===== src/rtl/fifo_reader.sv =====
// Pops a commanded burst from a push/pop FIFO into a 2-entry (head + skid) valid/ready output buffer.
// Optional FIFO_READER_STALL_CNT_EN adds a saturating 16-bit backpressure cycle counter (io_stall_cycles).
module fifo_reader #(
  parameter int DATA_WIDTH  = 8,
  parameter int COUNT_WIDTH = 8
) (
  input  logic                   clk,
  input  logic                   reset,
  input  logic [DATA_WIDTH-1:0]  fifo_dout,
  input  logic                   fifo_empty,
  output logic                   fifo_pop,
  input  logic                   io_start,
  input  logic [COUNT_WIDTH-1:0] io_count,
  input  logic                   io_abort,
  output logic [DATA_WIDTH-1:0]  io_out_data,
  output logic                   io_out_valid,
  input  logic                   io_out_ready,
  output logic                   io_busy,
`ifdef FIFO_READER_STALL_CNT_EN
  output logic [15:0]            io_stall_cycles,
`endif
  output logic                   io_done
);

  typedef enum logic [1:0] {IDLE, DRAIN, FLUSH, DONE} state_t;

  state_t                 state_q;
  logic [COUNT_WIDTH-1:0] remaining_q;
  logic [1:0]             occ_q, occ_d;
  logic [DATA_WIDTH-1:0]  head_q, head_d, skid_q, skid_d;
  logic                   deq;

  assign io_out_valid = (occ_q != 2'd0);
  assign io_out_data  = head_q;
  assign io_busy      = (state_q != IDLE);
  assign io_done      = (state_q == DONE);
  assign deq          = io_out_valid & io_out_ready;

  // Gated by reset so a reset edge never consumes a FIFO word.
  assign fifo_pop = reset & (state_q == DRAIN) & !fifo_empty & (remaining_q != '0) & !io_abort
                    & ((occ_q < 2'd2) | io_out_ready);

  always_comb begin
    occ_d  = occ_q;
    head_d = head_q;
    skid_d = skid_q;
    case ({fifo_pop, deq})
      2'b10: begin
        if (occ_q == 2'd0) head_d = fifo_dout;
        else               skid_d = fifo_dout;
        occ_d = occ_q + 2'd1;
      end
      2'b01: begin
        head_d = skid_q;
        occ_d  = occ_q - 2'd1;
      end
      2'b11: begin
        if (occ_q == 2'd1) begin
          head_d = fifo_dout;
        end else begin
          head_d = skid_q;
          skid_d = fifo_dout;
        end
      end
      default: ;
    endcase
  end

  always_ff @(posedge clk) begin
    if (!reset) begin
      state_q     <= IDLE;
      remaining_q <= '0;
      occ_q       <= 2'd0;
      head_q      <= '0;
      skid_q      <= '0;
`ifdef FIFO_READER_STALL_CNT_EN
      io_stall_cycles <= 16'd0;
`endif
    end else begin
      occ_q  <= occ_d;
      head_q <= head_d;
      skid_q <= skid_d;
      case (state_q)
        IDLE: begin
          if (io_start) begin
            if (io_count != '0) begin
              state_q     <= DRAIN;
              remaining_q <= io_count;
            end else begin
              state_q <= DONE;
            end
          end
        end
        DRAIN: begin
          if (io_abort) begin
            state_q <= FLUSH;
          end else if (fifo_pop) begin
            remaining_q <= remaining_q - COUNT_WIDTH'(1);
            if (remaining_q == COUNT_WIDTH'(1)) state_q <= FLUSH;
          end
        end
        FLUSH: begin
          if (occ_d == 2'd0) state_q <= DONE;
        end
        default: state_q <= IDLE;
      endcase
`ifdef FIFO_READER_STALL_CNT_EN
      if (state_q == IDLE && io_start)
        io_stall_cycles <= 16'd0;
      else if (io_out_valid && !io_out_ready && io_stall_cycles != 16'hFFFF)
        io_stall_cycles <= io_stall_cycles + 16'd1;
`endif
    end
  end

endmodule


===== config.mk =====
export PLATFORM = sky130hd
export DESIGN_NAME = fifo_reader
export DESIGN_NICKNAME = d
export VERILOG_FILES = /design/src/rtl/fifo_reader.sv
export SDC_FILE = /design/constraint.sdc
export NUM_CORES = 1
export LEC_CHECK = 0
export ABC_AREA = 1
export CAP_MARGIN = 10
export CORE_MARGIN = 2
export CORE_UTILIZATION = 24
export DETAILED_ROUTE_END_ITERATION = 10
export GPL_TIMING_DRIVEN = 0
export PLACE_DENSITY = 0.44
export SLEW_MARGIN = 20
export SYNTH_ARGS = -nofsm -noshare
export SYNTH_HDL_FRONTEND = slang
export SYNTH_SLANG_ARGS = --single-unit
export TNS_END_PERCENT = 1

===== constraint.sdc =====
create_clock -name clk -period 2.47 [get_ports clk]
set_input_delay 0.6175 -clock clk [delete_from_list [all_inputs] [get_ports clk]]
set_output_delay 0.6175 -clock clk [all_outputs]
set_load 0.03 [all_outputs]

After elaboration in Yosys (flattened, before gate mapping)
Index checks and enable logic that the tools add are counted.
W data, S select, Z words.
- magnitude comparators: 1
- reduce and logical (&&, ||, !) cells: 16
- bitwise logic cells: 7
- equality and inequality tests: 18
- add/subtract/negate cells: 3
- muxes and demuxes: 19
- operators by type and width (cell ; number):
    $mux W8 ; 8
    $pmux W8 S2 ; 2
    $pmux W8 S3 ; 1
    $ne A2 B2 Y1 const B ; 8
    $reduce_bool A8 Y1 ; 2
    $mux W2 ; 6
    $eq A2 B2 Y1 const B ; 4
    $eq A8 B1 Y1 const B ; 1
    $reduce_bool A2 Y1 ; 4
    $sub A8 B1 Y8 const B ; 1
    $and A1 B1 Y1 ; 6
    $eq A2 B1 Y1 const B ; 3
    $logic_not A2 Y1 ; 3
    $pmux W2 S3 ; 1
    $reduce_and A5 Y1 ; 1
    $pmux W2 S2 ; 1
    $reduce_and A4 Y1 ; 1
    $ne A3 B2 Y1 const B ; 1
    $ne A3 B3 Y1 const B ; 1
    $reduce_and A3 Y1 ; 1
    $reduce_bool A3 Y1 ; 1
    $add A2 B1 Y2 const B ; 1
    $logic_not A1 Y1 ; 2
    $lt A2 B2 Y1 const B ; 1
    other kinds (3) ; 3
- bits in registers: 28
- input bits: 22

Depth between registers and ports, before layout
- depth in word-level cells: 11
- gate-level depth with buffers: 16

Worst setup path after synthesis
No wires, ideal clock.
- path type: in2reg
- start point: in reset
- end point: reg skid_q[5]
- stages on the path: 12
- path slack: 0.230 ns
- arrival time: 2.170 ns
- setup time: 0.070 ns
- cell sequence: inv_2 > nor2_2 > nand3_2 > nor2_4 > ha_1 > nand2_1 > inv_1 > a21oi_1 > o21ai_1 > buf_2 > o21ai_0 > a21oi_1
- cells in the longest elaborated chain, start to end: 8
- elaborated cells on any way between the ends: 12
- classes of those cells: 4 x eq/ne; 1 x mux; 5 x bitwise; 2 x reduce/logical
- ends and longest elaborated chain (item ; RTL line ; text):
    start: declaration ; 8 ; input logic reset,
    $and A1 B1 Y1 (*) (4 in a row) ; 40 ; assign fifo_pop = reset & (state_q == DRAIN) & !fifo_empty & (remaining_q != '0) & !io_abort
    $and A1 B1 Y1 (*) ; 41 ; & ((occ_q < 2'd2) | io_out_ready);
    net fifo_pop ; 11 ; output logic fifo_pop,
    $eq A2 B2 Y1 ; 47 ; case ({fifo_pop, deq})
    $ne A2 B2 Y1 (no line) or $reduce_bool A2 Y1 (tied branches) ; n/a ;
    $reduce_and A3 Y1 (no line) ; n/a ;
    end signal: assignment ; 82 ; skid_q <= skid_d;
    end: declaration ; 30 ; logic [DATA_WIDTH-1:0] head_q, head_d, skid_q, skid_d;
The timed path passes the listed nets; every way through them passes the cells marked *.
A chain may end at the register's enable or synchronous reset.

Final worst setup path
- start point: in io_out_ready
- end point: reg skid_q[6]
- cells in the longest elaborated chain, start to end: 5
- elaborated cells on any way between the ends: 10
- classes of those cells: 4 x eq/ne; 1 x mux; 3 x bitwise; 2 x reduce/logical
- ends and longest elaborated chain (item ; RTL line ; text):
    start: declaration ; 17 ; input logic io_out_ready,
    $or A1 B1 Y1 ; 41 ;
    $and A1 B1 Y1 ; 41 ;
    $eq A2 B2 Y1 ; 47 ;
    $ne A2 B2 Y1 (no line) or $reduce_bool A2 Y1 (tied branches) ; n/a ;
    $reduce_and A3 Y1 (no line) ; n/a ;
Several ways; a longest one is shown, not always the timed one.

==> impl_metrics.toml <==
[run_status]
status = "complete, no violations"

[sta]
maxSlewHeadroom_pct = 68.89
rsz0062_at_grt = "yes"
finalHoldViolCount = 0
skew_ps = 14.24
period_needed_ps = 2329
finalSetupViolCount = 0
setup-tns-final_ps = 0
fmax_mhz = 429.3
fin_crit_sh_pct = 94.31
max_slew.worst_pin.slew_ps = 466.7
drv_slew = 0

[die]
dieHeight_um = 89.62
io_pins = 34
die_width_um = 89.62
coreArea_um2 = 7176
initial_core_util_pct = 24.52
num_rows = 31
dieArea_um2 = 8031

[pwr]
p_int_mw = 1.146
ir_drop_uv = 340.6
seqPwrFrac_pct = 30.2
totalPowerFinal_mw = 2.176
leakage_nw = 1.077
switching_share_pct = 47.32
pwr-share-clk_pct = 14.0
pwr-share-comb_pct = 55.8
switchingPower_mw = 1.030
power.density_nw_per_um2 = 926.9

[setup_path]
startpoint = "io_out_ready"
reg2reg_from = "remaining_q[1]"
path_class = "primary input to flip-flop"
crit_chain = "clkdlybuf4s50_1 -> inv_1 -> nand2_1 -> nand3_2 -> nor2_4 -> buf_4 -> ha_1 -> inv_1 -> a21oi_2 -> o21ai_2 -> buf_4 -> o21ai_0 -> a21oi_1"
arrival_ps = 2500
crit_buf_inv = 5
cpMaxStageDelayCell = "clkdlybuf4s50_1"
crit_family = "buffers and inverters"
r2r_setup_slack_ps = 200
endpoint_kind = "flip-flop"
cpPeakStageDelay_ps = 450
r2r_end = "state_q[1]"
r2r_cells = 16
worstPathRequired_ps = 2650
crit_path_start_kind = "primary input"
worst-path-max-fanout = 10

[cells_and_area]
finalInstanceArea_um2 = 2347
diodes = 0
fill_cells = 812
drive_above_1_share_pct = 9.259
syn_to_final_growth_pct = 33.43
regArea_um2 = 560.5
final_nets = 359
multi_input_area_um2 = 1044

[yosys]
synth_fa_ha_area_share_pct = 8.535
syn_area_per_cell_um2 = 6.283
synth-compound-area-share_pct = 16.36
yosys_warnings = 0
seq_area_frac_synth_pct = 31.86
synth.mux.area_fraction_pct = 0
synth-simple-area-share_pct = 33.29
syn-num-nets = 314
netlist_instances = 280
synth_top_family_by_area = "simple AND/OR/NAND/NOR gates"
syn_area_um2 = 1759
post_synth_xor_area_fraction_pct = 0
synth_cell_types = 20
synth_seq_cells = 28

[clocking]
clk-insertion-delay-late_ps = 290
clk_pin_slew_ps = 100
root_buffer = "clkbuf_8"
cts_hold_buf = 0
cts_tree = "done"
cts-htree-levels = 1
numCtsBuffers = 3
clockBufferDepth = 2
cts_sinks = 28

[grt]
grt_max_degree = 16
grt_pass1_vias = 1699
grt_overflow = 0
antenna_found_initial = 0
grtUsageTotal_pct = 12.70
grt_pass1_wl_um = 7990

[routing]
drt_iter0_drc = 48
wire_per_inst_um = 11.61
via_count = 1792
wirelength_um = 4911
wl_met2_um = 2260
wl_met1_um = 2394
detail-route-antenna-nets = 0
highest_layer = "met4"
route.detailed.drc = 0
avgViaCountPerCell = 4.236
routed-wl-met3_um = 187
first_pass_iters = 4

[hold_path]
worstHoldStart = "skid_q[6]"
holdPathEnd = "skid_q[6]"
hp-class = "flip-flop to flip-flop"
hold_path_depth = 2

[run]
drv_cap = 0

[placed_design]
dp.final_hpwl_um = 3657
gp_congestion = 0.7605
placed_area_um2 = 2213
port_buffers = 33
timing repair:
action | 4_1_cts | 5_1_grt
buffers inserted | 3 | 4
resized for setup | 15 | 4
pin swaps | 1 | 1
setup endpoints to repair | 19 | 7
power by group through the flow:
| stage | Clock (mW) | Sequential [mW] | Combinational, mW |
|---|---|---|---|
| floorplan | 0 | 0.685 | 0.837 |
| global placement | 0 | 0.670 | 1.21 |
| detailed placement | 0 | 0.668 | 1.20 |
| CTS | 0.318 | 0.659 | 1.22 |
| global route | 0.333 | 0.676 | 1.40 |
| finish | 0.304 | 0.658 | 1.21 |
per-layer routing:
metal  track usage [%]  vias up
li1                  -      971
met1             16.98      779
met2             21.26       35
met3             2.102        7
met4             3.256        0
met5                 0        -
cell type report:
class                           instances  area share (%)
Buffer                                  5           1.013
Clock buffer                            4           2.345
Inverter                               41           6.663
Multi-Input combinational cell        206           44.46
Sequential cell                        28           23.88
Tap cell                               99           5.277
Timing Repair Buffer                   40           16.36
cells in the mapped netlist:
| master | count | area, µm² |
|---|---|---|
| nand2_1 | 65 | 244.0 |
| nor2_1 | 44 | 165.2 |
| inv_1 | 38 | 142.6 |
| o21ai_0 | 35 | 175.2 |
| dfxtp_1 | 28 | 560.5 |
| nand3_1 | 19 | 95.09 |
| a21oi_1 | 16 | 80.08 |
| ha_1 | 12 | 150.1 |
| clkbuf_1 | 3 | 11.26 |
| inv_2 | 3 | 11.26 |
| nor2_2 | 3 | 18.77 |
| buf_2 | 2 | 10.01 |
| nand4_1 | 2 | 12.51 |
| nor2_4 | 2 | 22.52 |
| o21ai_1 | 2 | 10.01 |
| o21bai_1 | 2 | 15.01 |
| a21boi_0 | 1 | 7.510 |
| nand2_2 | 1 | 6.260 |
| nand2_4 | 1 | 11.26 |
| nand3_2 | 1 | 10.01 |
how the worst max path moves through the flow:
| stage | end | depth (start not counted) | slack (ps) |
|---|---|---|---|
| floorplan | skid_q[5] | 12 | 230 |
| global placement | skid_q[5] | 13 | -670 |
| detailed placement | skid_q[6] | 13 | -670 |
| CTS | io_out_valid | 4 | 20 |
| global route | skid_q[5] | 12 | -60 |
| finish | skid_q[6] | 13 | 140 |
worst reg2reg max path, stage by stage (launching register included):
cell and delay (ps):
dfxtp_1 350, inv_1 100, ha_1 200, nand2_1 110, nor2_1 200, nor2_4 80
buf_4 140, buf_4 130, ha_1 180, nand2_1 70, nand2_1 50, o21ai_1 180
nand2_1 90, nand2_1 120, nand3_1 90, nand2_1 60, nor2_1 40
cell families (layout without fill, tap and decap cells):
family,Yosys count,count (layout)
simple gates,138,138
compound gates,56,56
buf+inv,46,90
flops,28,28
fa+ha+maj,12,12
metrics by stage:
stage          hold WS (ps)  util, %  std cells  worst slack (ps)
2_1_floorplan         423.6        -        280             229.8
3_3_place_gp          435.5    30.85        412            -668.1
3_5_place_dp          438.3    30.85        412            -674.8
4_1_cts               456.8    32.12        419             18.36
5_1_grt               476.9    32.71        423            -61.16
6_report              452.4    32.71        423             140.5
flip-flops by register name, summed over array words and instances, names as in the netlist:
name         flops
io_out_data      8
remaining_q      8
skid_q           8
occ_q            2
state_q          2
cells in the final DEF, fill, tap and decap left out:
cell type        count
o21ai_1              1
clkbuf_1             3
nor2_2               2
nand3_1             19
o21ai_0             34
inv_1               37
o21ai_2              2
buf_2                1
nand4_1              2
a21boi_2             1
nand3_2              1
inv_2                3
a21oi_1             15
buf_4                9
nor2_1              44
nand2_1             65
clkbuf_8             4
clkdlybuf4s50_1     29
o21bai_1             2
a21oi_2              1
dlymetal6s2s_1       2
nand2_2              1
dlygate4sd2_1        1
nor2_4               3
ha_1                12
inv_4                1
nand2_4              1
dfxtp_1             28
No activity file was read; power rests on OpenSTA's default activity.
